<file path="src/rtl/windowed_energy_accumulator.sv">
// Multi-channel windowed energy accumulator: per-channel saturating sums of
// |x|, x or x^2 over DURATION samples, with valid/ready on both sides.
module windowed_energy_accumulator #(
    parameter int SAMPLE_WIDTH = 16,
    parameter int ENERGY_WIDTH = 32,
    parameter int DURATION     = 16,
    parameter int CHANNELS     = 2,
    parameter int MODE         = 1,
    localparam int CH_W        = (CHANNELS > 1) ? $clog2(CHANNELS) : 1
) (
    input  logic                    clock,
    input  logic                    reset,
    input  logic [SAMPLE_WIDTH-1:0] sample_data,
    input  logic [CH_W-1:0]         sample_channel,
    input  logic                    sample_valid,
    output logic                    sample_ready,
    output logic [ENERGY_WIDTH-1:0] energy_data,
    output logic [CH_W-1:0]         energy_channel,
    output logic                    energy_saturated,
    output logic                    energy_valid,
    input  logic                    energy_ready
);

    localparam int MW    = 2 * SAMPLE_WIDTH;
    localparam int CNT_W = $clog2(DURATION);
    localparam int NSLOT = 1 << CH_W;
    localparam logic [CNT_W-1:0] LAST = CNT_W'(DURATION - 1);

    logic                    s1_valid_q, s1_valid_d;
    logic [MW-1:0]           s1_mag_q, s1_mag_d;
    logic [CH_W-1:0]         s1_ch_q, s1_ch_d;

    logic [ENERGY_WIDTH-1:0] acc_q [NSLOT];
    logic [ENERGY_WIDTH-1:0] acc_d [NSLOT];
    logic [CNT_W-1:0]        cnt_q [NSLOT];
    logic [CNT_W-1:0]        cnt_d [NSLOT];
    logic                    sat_q [NSLOT];
    logic                    sat_d [NSLOT];

    logic [ENERGY_WIDTH-1:0] e_data_q, e_data_d;
    logic [CH_W-1:0]         e_ch_q, e_ch_d;
    logic                    e_sat_q, e_sat_d;
    logic                    e_valid_q, e_valid_d;

    logic signed [MW-1:0]    s_ext;
    logic [MW-1:0]           mag_in;
    logic                    ch_ok;
    logic [ENERGY_WIDTH-1:0] mag_c;
    logic [ENERGY_WIDTH:0]   sum;
    logic                    clip;
    logic [ENERGY_WIDTH-1:0] stored;
    logic                    completing;
    logic                    out_free;
    logic                    s1_adv;

    assign s_ext = MW'($signed(sample_data));
    assign ch_ok = int'(32'(sample_channel)) < CHANNELS;

    always_comb begin
        mag_in = '0;
        if (MODE == 0) begin
            mag_in = MW'(sample_data);
        end else if (MODE == 1) begin
            mag_in = s_ext[MW-1] ? $unsigned(-s_ext) : $unsigned(s_ext);
        end else begin
            mag_in = $unsigned(s_ext * s_ext);
        end
    end

    // Squares can exceed the accumulator width; pin them to full scale.
    if (MW > ENERGY_WIDTH) begin : g_clamp
        assign mag_c = (|s1_mag_q[MW-1:ENERGY_WIDTH]) ? '1 : s1_mag_q[ENERGY_WIDTH-1:0];
    end else begin : g_extend
        assign mag_c = ENERGY_WIDTH'(s1_mag_q);
    end

    assign sum        = {1'b0, acc_q[s1_ch_q]} + {1'b0, mag_c};
    assign clip       = sum[ENERGY_WIDTH];
    assign stored     = clip ? '1 : sum[ENERGY_WIDTH-1:0];
    assign completing = s1_valid_q && (cnt_q[s1_ch_q] == LAST);
    assign out_free   = ~e_valid_q | energy_ready;
    // Only a completing sample facing an occupied output may stall stage 1.
    assign s1_adv     = ~(completing & ~out_free);

    assign sample_ready     = ~reset & s1_adv;
    assign energy_data      = e_data_q;
    assign energy_channel   = e_ch_q;
    assign energy_saturated = e_sat_q;
    assign energy_valid     = e_valid_q;

    always_comb begin
        s1_valid_d = s1_valid_q;
        s1_mag_d   = s1_mag_q;
        s1_ch_d    = s1_ch_q;
        acc_d      = acc_q;
        cnt_d      = cnt_q;
        sat_d      = sat_q;
        e_data_d   = e_data_q;
        e_ch_d     = e_ch_q;
        e_sat_d    = e_sat_q;
        e_valid_d  = e_valid_q;

        if (e_valid_q && energy_ready) begin
            e_valid_d = 1'b0;
        end

        if (s1_valid_q && s1_adv) begin
            if (completing) begin
                e_data_d       = stored;
                e_ch_d         = s1_ch_q;
                e_sat_d        = sat_q[s1_ch_q] | clip;
                e_valid_d      = 1'b1;
                acc_d[s1_ch_q] = '0;
                cnt_d[s1_ch_q] = '0;
                sat_d[s1_ch_q] = 1'b0;
            end else begin
                acc_d[s1_ch_q] = stored;
                cnt_d[s1_ch_q] = cnt_q[s1_ch_q] + CNT_W'(1);
                sat_d[s1_ch_q] = sat_q[s1_ch_q] | clip;
            end
        end

        if (s1_adv) begin
            s1_valid_d = sample_valid & ch_ok;
            if (sample_valid && ch_ok) begin
                s1_mag_d = mag_in;
                s1_ch_d  = sample_channel;
            end
        end
    end

    always_ff @(posedge clock or posedge reset) begin
        if (reset) begin
            s1_valid_q <= 1'b0;
            s1_mag_q   <= '0;
            s1_ch_q    <= '0;
            acc_q      <= '{default: '0};
            cnt_q      <= '{default: '0};
            sat_q      <= '{default: 1'b0};
            e_data_q   <= '0;
            e_ch_q     <= '0;
            e_sat_q    <= 1'b0;
            e_valid_q  <= 1'b0;
        end else begin
            s1_valid_q <= s1_valid_d;
            s1_mag_q   <= s1_mag_d;
            s1_ch_q    <= s1_ch_d;
            acc_q      <= acc_d;
            cnt_q      <= cnt_d;
            sat_q      <= sat_d;
            e_data_q   <= e_data_d;
            e_ch_q     <= e_ch_d;
            e_sat_q    <= e_sat_d;
            e_valid_q  <= e_valid_d;
        end
    end

endmodule

</file>
<file path="config.mk">
export PLATFORM = sky130hd
export DESIGN_NAME = windowed_energy_accumulator
export DESIGN_NICKNAME = d
export VERILOG_FILES = /design/src/rtl/windowed_energy_accumulator.sv
export SDC_FILE = /design/constraint.sdc
export NUM_CORES = 1
export LEC_CHECK = 0
export ABC_AREA = 1
export CORE_ASPECT_RATIO = 0.6
export CORE_MARGIN = 2
export CORE_UTILIZATION = 45
export CTS_CLUSTER_SIZE = 25
export DETAILED_ROUTE_END_ITERATION = 8
export HOLD_SLACK_MARGIN = 0.1
export PLACE_DENSITY = 0.7
export RECOVER_POWER = 50
export SYNTH_ARGS = -nofsm -noshare
export SYNTH_HDL_FRONTEND = slang
export SYNTH_SLANG_ARGS = --single-unit
</file>
<file path="constraint.sdc">
create_clock -name clock -period 5.69 [get_ports clock]
set_input_delay 0.8535 -clock clock [delete_from_list [all_inputs] [get_ports clock]]
set_output_delay 0.8535 -clock clock [all_outputs]
set_load 0.01 [all_outputs]
</file>
==> run_results.csv <==
group,metric,value,unit
outcome,status,"finished, violations left",
outcome,violations,"capacitance limit, slew limit",
timing,rsz0062_at_grt,"false",
timing,worstMarginPinSlew,2.246,ns
floorplan,die_x,186.5,microns
logic_synthesis,yosys_most_used_dff,"dfrtp_1",
logic_synthesis,synthArstFlopShare,100.0,%
logic_synthesis,synth_edf_count,0,
timing,setup_viol,0,
clock_network,clockRootBuffer,"clkbuf_16",
place,io_buffers,56,
timing,min_period,4.089,ns
cells_and_area,fin_nets,1400,
worst_setup_path,crit_required,4.84,ns
logic_synthesis,synth_nets,1354,
routing,num_vias,8002,
clock_network,clk_path_buf_depth,2,
worst_setup_path,path_class,"flop to output pin",
logic_synthesis,yosys_warnings,0,
place,dp_hpwl,17520,microns
run,cap_viol_max_count,1,
worst_setup_path,cp_common_cell,"nor2_1",
logic_synthesis,seq_area_frac_synth,39.78,%
routing,drt_iter0_drc,650,
clock_network,clkTransAtPathRegs,0.06,ns
timing,finalCritPeriodShare,71.86,%
global_routing,grt_usage,24.22,%
cells_and_area,area_delta_synth_final,15.49,%
clock_network,clk_latency,0.44,ns
timing,hold_viol,0,
logic_synthesis,synth_area,0.008996,sq mm
logic_synthesis,synth_cell_types,38,
global_routing,grt_max_degree,103,
timing,setup_tns,0,ns
clock_network,post-cts-setup-buffers,0,
clock_network,holdBufCountCts,0,
cells_and_area,nFillCells,1961,
power_and_ir_drop,finalPower,4786,uW
cells_and_area,drive_above_1_share,6.416,%
timing,max_freq,0.2446,GHz
floorplan,coreArea,0.01982,sq mm
floorplan,ios,57,
global_routing,grt_pass1_wl,39870,microns
timing,maxSlewHeadroom,-49.74,%
worst_setup_path,critical_path.slowest_cell,"clkinv_1",
hold_path,hold_class,"flop to flop",
clock_network,cts.htree.levels,4,
cells_and_area,design_area,0.01039,sq mm
cells_and_area,layout_commonest_cell,"nand2_1",
global_routing,grt_antenna_before_repair,0,
worst_setup_path,cp-start-kind,"flop",
clock_network,cts_resized,0,
cells_and_area,antennaDiodeCount,0,
global_routing,overflow,0,
power_and_ir_drop,leakage,0.005722,uW
clock_network,cts_buffers,17,
worst_setup_path,crit_fanout,28,
clock_network,cts_sinks,143,
timing,finalMaxSlewViolations,43,
worst_setup_path,crit_arrival,3.24,ns
place,routabilityCongestion,0.9664,
cells_and_area,final_cell_mix,"571 x nand2_1, 183 x inv_1, 143 x dfrtp_1",
floorplan,start_util,45.39,%
logic_synthesis,syn_area_per_cell,6.931,sq um
power_and_ir_drop,peakVddDrop,0.0002810,V
logic_synthesis,ys_seq_elements,143,
clock_network,cts_tree,"done",
power_and_ir_drop,pwr_density_cell,460.6,mW/mm^2
worst_setup_path,crit_chain,"clkinv_1 -> nor2_1 -> nor2_1 -> ha_1 -> nand3_4 -> nor2_4 -> nor2_1 -> clkdlybuf4s50_1",
worst_setup_path,cp_slowest_stage_delay,0.79,ns
routing,first_pass_iters,5,
place,placed_cell_area,0.009729,sq mm
routing,post_drt_wl_per_cell,15.14,microns
global_routing,grt_pass1_vias,7303,
routing,antenna_left,0,
floorplan,fp.dieH,113.5,microns
routing,routed_wl,24660,microns
routing,vias_per_cell,4.912,
floorplan,row_count,40,
floorplan,design.die.area,0.02118,sq mm
logic_synthesis,syn-instance-count,1298,
routing,drc,0,
worst_setup_path,crit_path_end_kind,"output pin",
timing,finClkSkew,0.01134,ns
## cell type report
class                   instances  area [sq um]  share of cell area (%)
inverters                     196         745.7                   7.177
repair buffers                 61         594.3                   5.720
well taps                     273         341.6                   3.288
clock inverters                 9         180.2                   1.734
clock buffers                  22         484.2                   4.660
flip-flops and latches        143          3578                   34.44
multi-input cells             925          4466                   42.98
## registers in the layout, summed over array words and instances (netlist names)
name and count:
s1_ch_q 1, sat_q 2, energy_data 32, mag_c 32, energy_valid 1, acc_q 64, cnt_q 8, s1_valid_q 1
energy_saturated 1, energy_channel 1
## metrics by stage
stage	instances	worst slack [ns]	utilization, %	hold WS [ns]
2_1_floorplan	1298	0.9986	-	0.4426
4_1_cts	1629	1.620	52.44	0.4809
3_5_place_dp	1598	1.833	49.09	0.4648
3_3_place_gp	1598	1.877	49.09	0.4573
6_report	1629	1.601	52.42	0.4702
5_1_grt	1629	1.244	52.42	0.4944
## cells by family (layout without fill, tap and decap cells)
logic type                 after synthesis  in the layout  share of synthesized area, %
xor gates and xnor gates                26             26                         2.531
buffers and inverters                  230            288                         10.58
adders and majority gates               35             35                         4.951
DFF                                    143            143                         39.78
AOI/OAI and AO/OA                      103            103                         6.370
and+or+nand+nor                        761            761                         35.79
## path summary, 6_finish.rpt
check	startpoint	end	slack, ns	cells after the start
hold reg to reg	energy_data[29]$_DFFE_PP0P_	energy_data[29]$_DFFE_PP0P_	0.47	2
max in group asynchronous	reset	mag_c[19]$_DFFE_PP0P_	1.90	3
setup / recovery	s1_ch_q$_DFFE_PP0P_	sample_ready	1.60	8
hold / removal	energy_data[29]$_DFFE_PP0P_	energy_data[29]$_DFFE_PP0P_	0.47	2
setup reg to reg	s1_ch_q$_DFFE_PP0P_	acc_q[37]$_DFFE_PP0P_	1.65	14
min in group asynchronous	reset	cnt_q[4]$_DFFE_PP0P_	1.11	2
## critical path, delay by kind of cell, from the launching register on
kind	cells	cell delay, ns
adders and majority gates	1	0.28
DFF	1	0.36
and+or+nand+nor	5	0.81
buffers and inverters	2	1.33
## cells in the mapped netlist (3+ instances only)
cell type	count	area, sq um
o22ai_1	3	18.77
nand3_4	12	210.2
a21oi_1	17	85.08
nand2_1	571	2143
clkbuf_1	11	41.29
and2_1	5	31.28
nand2_2	13	81.33
dfrtp_1	143	3578
a31oi_1	11	68.82
xnor2_1	3	26.28
nor2_4	3	33.78
ha_1	34	425.4
inv_1	184	690.7
nor2_1	82	307.8
o21ai_1	15	75.07
clkinv_1	3	11.26
nor2_2	4	25.02
o21ai_0	47	235.2
a21oi_2	3	26.28
nor3_1	14	70.07
nand4_1	7	43.79
buf_6	6	67.56
buf_2	12	60.06
nand3_1	43	215.2
nand3_2	3	30.03
xor2_1	23	201.4
inv_2	7	26.28
## layer usage
layer	share of wire, %	vias to the layer above	global-route usage (%)
met2	37	225	31.62
li1	-	4057	-
met5	0	-	0
met1	56	3707	40.23
met4	0.81	0	4.762
met3	6.8	13	4.738
## power by group
group | total (uW) | switching [uW] | leakage [uW] | internal, uW
clock | 1270 | 449 | 0.000322 | 823
combinational | 1960 | 1250 | 0.00359 | 712
sequential | 1560 | 188 | 0.00180 | 1370
No activity file was read; power rests on OpenSTA's default activity.
